<file path="src/rtl/vga_sync_gen.sv">
// VGA raster timing: pixel-rate enable, x/y raster counters, registered sync pulses,
// visible-area flag and an end-of-frame strobe shared by every downstream renderer.
module vga_sync_gen #(
   parameter int unsigned CLK_DIV   = 4,
   parameter int unsigned H_DISPLAY = 640,
   parameter int unsigned H_FRONT   = 16,
   parameter int unsigned H_SYNC    = 96,
   parameter int unsigned H_BACK    = 48,
   parameter int unsigned V_DISPLAY = 480,
   parameter int unsigned V_FRONT   = 10,
   parameter int unsigned V_SYNC    = 2,
   parameter int unsigned V_BACK    = 33
) (
   input  logic       clk,
   input  logic       reset_n,
   output logic       p_tick,
   output logic [9:0] x,
   output logic [9:0] y,
   output logic       hsync,
   output logic       vsync,
   output logic       video_on,
   output logic       frame_tick
);

   localparam int unsigned H_TOTAL = H_DISPLAY + H_FRONT + H_SYNC + H_BACK;
   localparam int unsigned V_TOTAL = V_DISPLAY + V_FRONT + V_SYNC + V_BACK;
   localparam int unsigned DIV_W   = (CLK_DIV > 1) ? $clog2(CLK_DIV) : 1;

   localparam logic [9:0]  H_LAST   = 10'(H_TOTAL - 1);
   localparam logic [9:0]  V_LAST   = 10'(V_TOTAL - 1);
   localparam logic [10:0] H_VIS    = 11'(H_DISPLAY);
   localparam logic [10:0] V_VIS    = 11'(V_DISPLAY);
   localparam logic [10:0] HS_START = 11'(H_DISPLAY + H_FRONT);
   localparam logic [10:0] HS_STOP  = 11'(H_DISPLAY + H_FRONT + H_SYNC);
   localparam logic [10:0] VS_START = 11'(V_DISPLAY + V_FRONT);
   localparam logic [10:0] VS_STOP  = 11'(V_DISPLAY + V_FRONT + V_SYNC);

   if (H_TOTAL > 1024 || V_TOTAL > 1024) begin : g_bad_total
      $error("vga_sync_gen: H_TOTAL and V_TOTAL must not exceed 1024");
   end
   if (CLK_DIV < 1 || CLK_DIV > 16) begin : g_bad_div
      $error("vga_sync_gen: CLK_DIV must be in 1..16");
   end

   // With no division every system clock is a pixel clock, so no counter exists.
   if (CLK_DIV == 1) begin : g_nodiv
      assign p_tick = 1'b1;
   end else begin : g_div
      logic [DIV_W-1:0] div_q, div_d;

      always_comb begin
         div_d = div_q + 1'b1;
         if (div_q == DIV_W'(CLK_DIV - 1)) div_d = '0;
      end

      always_ff @(posedge clk or negedge reset_n) begin
         if (!reset_n) div_q <= '0;
         else          div_q <= div_d;
      end

      assign p_tick = (div_q == DIV_W'(CLK_DIV - 1));
   end

   logic [9:0] x_q, x_d;
   logic [9:0] y_q, y_d;
   logic       hsync_q, hsync_d;
   logic       vsync_q, vsync_d;
   logic       line_end;

   assign line_end = p_tick && (x_q == H_LAST);

   always_comb begin
      x_d = x_q;
      y_d = y_q;
      if (p_tick) begin
         x_d = (x_q == H_LAST) ? '0 : x_q + 10'd1;
      end
      if (line_end) begin
         y_d = (y_q == V_LAST) ? '0 : y_q + 10'd1;
      end
   end

   // Syncs are decoded from the next counter values so they switch on the same edge as x/y.
   always_comb begin
      hsync_d = !(({1'b0, x_d} >= HS_START) && ({1'b0, x_d} < HS_STOP));
      vsync_d = !(({1'b0, y_d} >= VS_START) && ({1'b0, y_d} < VS_STOP));
   end

   always_ff @(posedge clk or negedge reset_n) begin
      if (!reset_n) begin
         x_q     <= '0;
         y_q     <= '0;
         hsync_q <= 1'b1;
         vsync_q <= 1'b1;
      end else begin
         x_q     <= x_d;
         y_q     <= y_d;
         hsync_q <= hsync_d;
         vsync_q <= vsync_d;
      end
   end

   assign x          = x_q;
   assign y          = y_q;
   assign hsync      = hsync_q;
   assign vsync      = vsync_q;
   assign video_on   = ({1'b0, x_q} < H_VIS) && ({1'b0, y_q} < V_VIS);
   assign frame_tick = line_end && (y_q == V_LAST);

endmodule

</file>
<file path="config.mk">
export PLATFORM = sky130hd
export DESIGN_NAME = vga_sync_gen
export DESIGN_NICKNAME = d
export VERILOG_FILES = /design/src/rtl/vga_sync_gen.sv
export SDC_FILE = /design/constraint.sdc
export NUM_CORES = 1
export LEC_CHECK = 0
export BUFFER_PORTS_ARGS = -buffer_cell sky130_fd_sc_hd__buf_4
export CORE_ASPECT_RATIO = 1.5
export CORE_UTILIZATION = 45
export CTS_CLUSTER_DIAMETER = 30
export DETAILED_ROUTE_END_ITERATION = 7
export GPL_TIMING_DRIVEN = 0
export PLACE_DENSITY = 0.65
export SYNTH_ARGS = -nofsm -noshare
export SYNTH_HDL_FRONTEND = slang
export SYNTH_SLANG_ARGS = --single-unit
</file>
<file path="constraint.sdc">
create_clock -name clk -period 2.8 [get_ports clk]
set_input_delay 0.42 -clock clk [delete_from_list [all_inputs] [get_ports clk]]
set_output_delay 0.42 -clock clk [all_outputs]
set_load 0.02 [all_outputs]
</file>
==> results.sh <==
export IMPL_rsz0062_at_grt="false"
export IMPL_syn_inst=137
export IMPL_routedWlPerCell_microns=13.74
export IMPL_die_h_microns=68.62
export IMPL_postSynthNetCount=143
export IMPL_path_max_fanout=8
export IMPL_clk_latency_ns=0.27
export IMPL_antennaDiodeCount=0
export IMPL_worstSetupPathType="register to output port"
export IMPL_viasPerCell=5.586
export IMPL_drv_slew=0
export IMPL_grt_pass1_wl_microns=4733
export IMPL_crit_family="simple AND/OR/NAND/NOR gates"
export IMPL_synth_simple_area_share_pct=25.66
export IMPL_dieArea_sq_um=3184
export IMPL_grt_antenna_before_repair=0
export IMPL_gp_congestion=0.7913
export IMPL_r2r_end="vsync"
export IMPL_total_power_uw=555.3
export IMPL_tritoncts="done"
export IMPL_path_cells="buf_6 -> or4_4 -> or3_1 -> buf_6 -> nor2_1 -> buf_4"
export IMPL_via_count=1134
export IMPL_row_count=23
export IMPL_root_buffer="clkbuf_8"
export IMPL_max_slew_margin_pct=59.90
export IMPL_core_sq_um=2734
export IMPL_clock_skew_ns=0.005724
export IMPL_startpoint_type="register"
export IMPL_r2r_setup_slack_ns=0.51
export IMPL_drv_cap=0
export IMPL_clockBufferDepth=2
export IMPL_run_status="finished, final reports clean"
export IMPL_drcViolationCount=0
export IMPL_finalHoldViolations=0
export IMPL_cts_hold_buf=0
export IMPL_clock_fmax_mhz=400.8
export IMPL_ios=27
export IMPL_yosysSeqAreaShare_pct=45.30
export IMPL_drt_iter0_markers=19
export IMPL_end_kind="output port"
export IMPL_critPathMaxStageDelay_ns=0.52
export IMPL_cts_buffers=3
export IMPL_synth_top_family_by_area="simple AND/OR/NAND/NOR gates"
export IMPL_critPathMostFrequentCell="buf_6"
export IMPL_yosys_area_share_adder_pct=3.759
export IMPL_grt_use_total_pct=20.48
export IMPL_multi_input_area_sq_um=658.1
export IMPL_postRouteAntennaNets=0
export IMPL_wirelength_microns=2790
export IMPL_dp_hpwl_microns=2090
export IMPL_layout_drive_gt1_share_pct=25.30
export IMPL_io_buffers=26
export IMPL_synth_flop_cell="dfrtp_1"
export IMPL_critPathBufInv=3
export IMPL_r2r_start="g_div.div_q[0]"
export IMPL_required_ns=2.38
export IMPL_leakagePower_nw=0.7216
export IMPL_worstPathArrival_ns=2.07
export IMPL_die_x_microns=46.41
export IMPL_initial_core_util_pct=48.70
export IMPL_path_clk_slew_ns=0.08
export IMPL_final_core_util_pct=59.04
export IMPL_synth_compound_area_share_pct=9.680
export IMPL_worst_slew_pin_slew_ns=0.5960
export IMPL_slowest_stage="or4_4"
export IMPL_postCtsSetupRepairBufs=0
export IMPL_first_global_vias=1103
export IMPL_area_delta_synth_final_pct=21.24
export IMPL_fin_ws_ns=0.3051
export IMPL_ys_ff_latch=24
export IMPL_place_ws_ns=0.4891
export IMPL_yosysWarningCount=0
export IMPL_syn_cell_area_sq_um=1331
export IMPL_placed_area_sq_um=1573
export IMPL_cts_resized=0
export IMPL_grt_max_degree=25
export IMPL_vdd_drop_max_mv=0.3510
export IMPL_r2r_cells=7
export IMPL_first_pass_iters=4
export IMPL_cp_startpoint="y[6]"
export IMPL_fin_area_sq_um=1614
export IMPL_period_needed_ns=2.495
export IMPL_avgSynthCellArea_sq_um=9.717
export IMPL_synth_edf_count=0
export IMPL_fillers=261
export IMPL_finalCritPeriodShare_pct=89.10
export IMPL_clkSinkCount=24
export IMPL_nets=174
export IMPL_fin_setup_tns_ns=0
export IMPL_regArea_sq_um=603.1
export IMPL_htree_levels=1
export IMPL_muxShareOfSynthArea_pct=3.759
export IMPL_finalSetupViolations=0
export IMPL_synth_cell_types=38
export IMPL_hold_class="input pin to asynchronous set/reset pin"
export IMPL_synth_xor_area_share_pct=6.579
export IMPL_powerDensity_nw_per_um2=344.0
export IMPL_synth_async_reset_ratio_pct=100.0
export IMPL_grt_overflow=0
==> layout make-up <==
type | count | share of cell area [%]
timing repair buffer | 26 | 12.09
tap | 37 | 2.868
multi-input combinational | 101 | 40.78
inverter | 6 | 1.395
buffer | 6 | 2.946
sequential | 24 | 37.36
clock buffer | 3 | 2.558
==> synth_stat cells, types with 2 or more instances <==
master,n,share of area [%]
xnor2_1,7,4.6
nand2_1,14,3.9
buf_6,2,1.7
or3_1,4,1.9
nor2_1,10,2.8
xor2_1,3,2.0
nand4b_1,2,1.3
a31oi_1,2,0.94
mux2i_1,5,3.8
buf_2,2,0.75
o21ai_0,7,2.6
nand3_1,9,3.4
nor3_1,5,1.9
ha_1,4,3.8
buf_4,2,1.1
dfrtp_1,22,41
dfstp_2,2,3.9
a21oi_1,3,1.1
inv_1,6,1.7
and3b_1,2,1.3
nand4_1,7,3.3
==> worst max path at each step <==
stage,endpoint,cells after the start
2_1_floorplan,frame_tick,5
3_3_place_gp,vsync,7
3_5_place_dp,vsync,7
4_1_cts,frame_tick,6
5_1_grt,frame_tick,6
6_report,frame_tick,6
==> logic make-up after synthesis <==
kind of cell / Yosys count
AO/OA/AOI/OAI: 20
XOR/XNOR: 10
adder cells (fa/ha/maj): 4
buffers and inverters: 12
flip-flops: 24
multiplexers: 5
AND/OR/NAND/NOR: 62
==> layout by cell type (no fill, tap or decap), types with 3 or more instances in the layout <==
cell      netlist  layout
inv_1           6       6
nand4_1         7       7
ha_1            4       4
nor3_1          5       5
mux2i_1         5       5
buf_4           2      28
xor2_1          3       3
clkbuf_8        0       3
nor2_1         10      10
or3_1           4       4
xnor2_1         7       7
o21ai_0         7       7
dfrtp_1        22      22
nand2_1        14      14
a21oi_1         3       3
nand3_1         9       9
==> state kept, by name (all words and copies together) (netlist names) <==
name	count
x	10
y	10
g_div.div_q	2
hsync	1
vsync	1
==> where the power goes <==
group          switching [mW]  internal (mW)  leakage [nW]
clock                   0.105         0.0962        0.0216
combinational         0.00645       0.000952         0.386
sequential                  0          0.346         0.314
total                   0.112          0.444         0.722
==> metal layers <==
layer | share of wire (%) | track usage, % | wire length [microns]
met3 | 4.1 | 2.865 | 115
met4 | 1.0 | 6.985 | 29
met2 | 52 | 36.46 | 1448
met5 | 0 | 0 | 0
met1 | 43 | 24.25 | 1197
==> stage by stage <==
step | hold slack (ns) | cells
floorplan | 0.1244 | 137
global placement | 0.3332 | 200
detailed placement | 0.3340 | 200
CTS | 0.04674 | 203
global route | 0.06344 | 203
finish | 0.03632 | 203
==> worst reg2reg max path, cell delays in order (launching register included) <==
cell and delay [ns]:
dfrtp_1 0.36, ha_1 0.17, buf_4 0.17, nand4b_1 0.23, nor4_2 0.56, nand4_1 0.19, a221oi_1 0.36, o2111ai_1 0.17
Note: power is estimated with default switching activity, not from simulation.
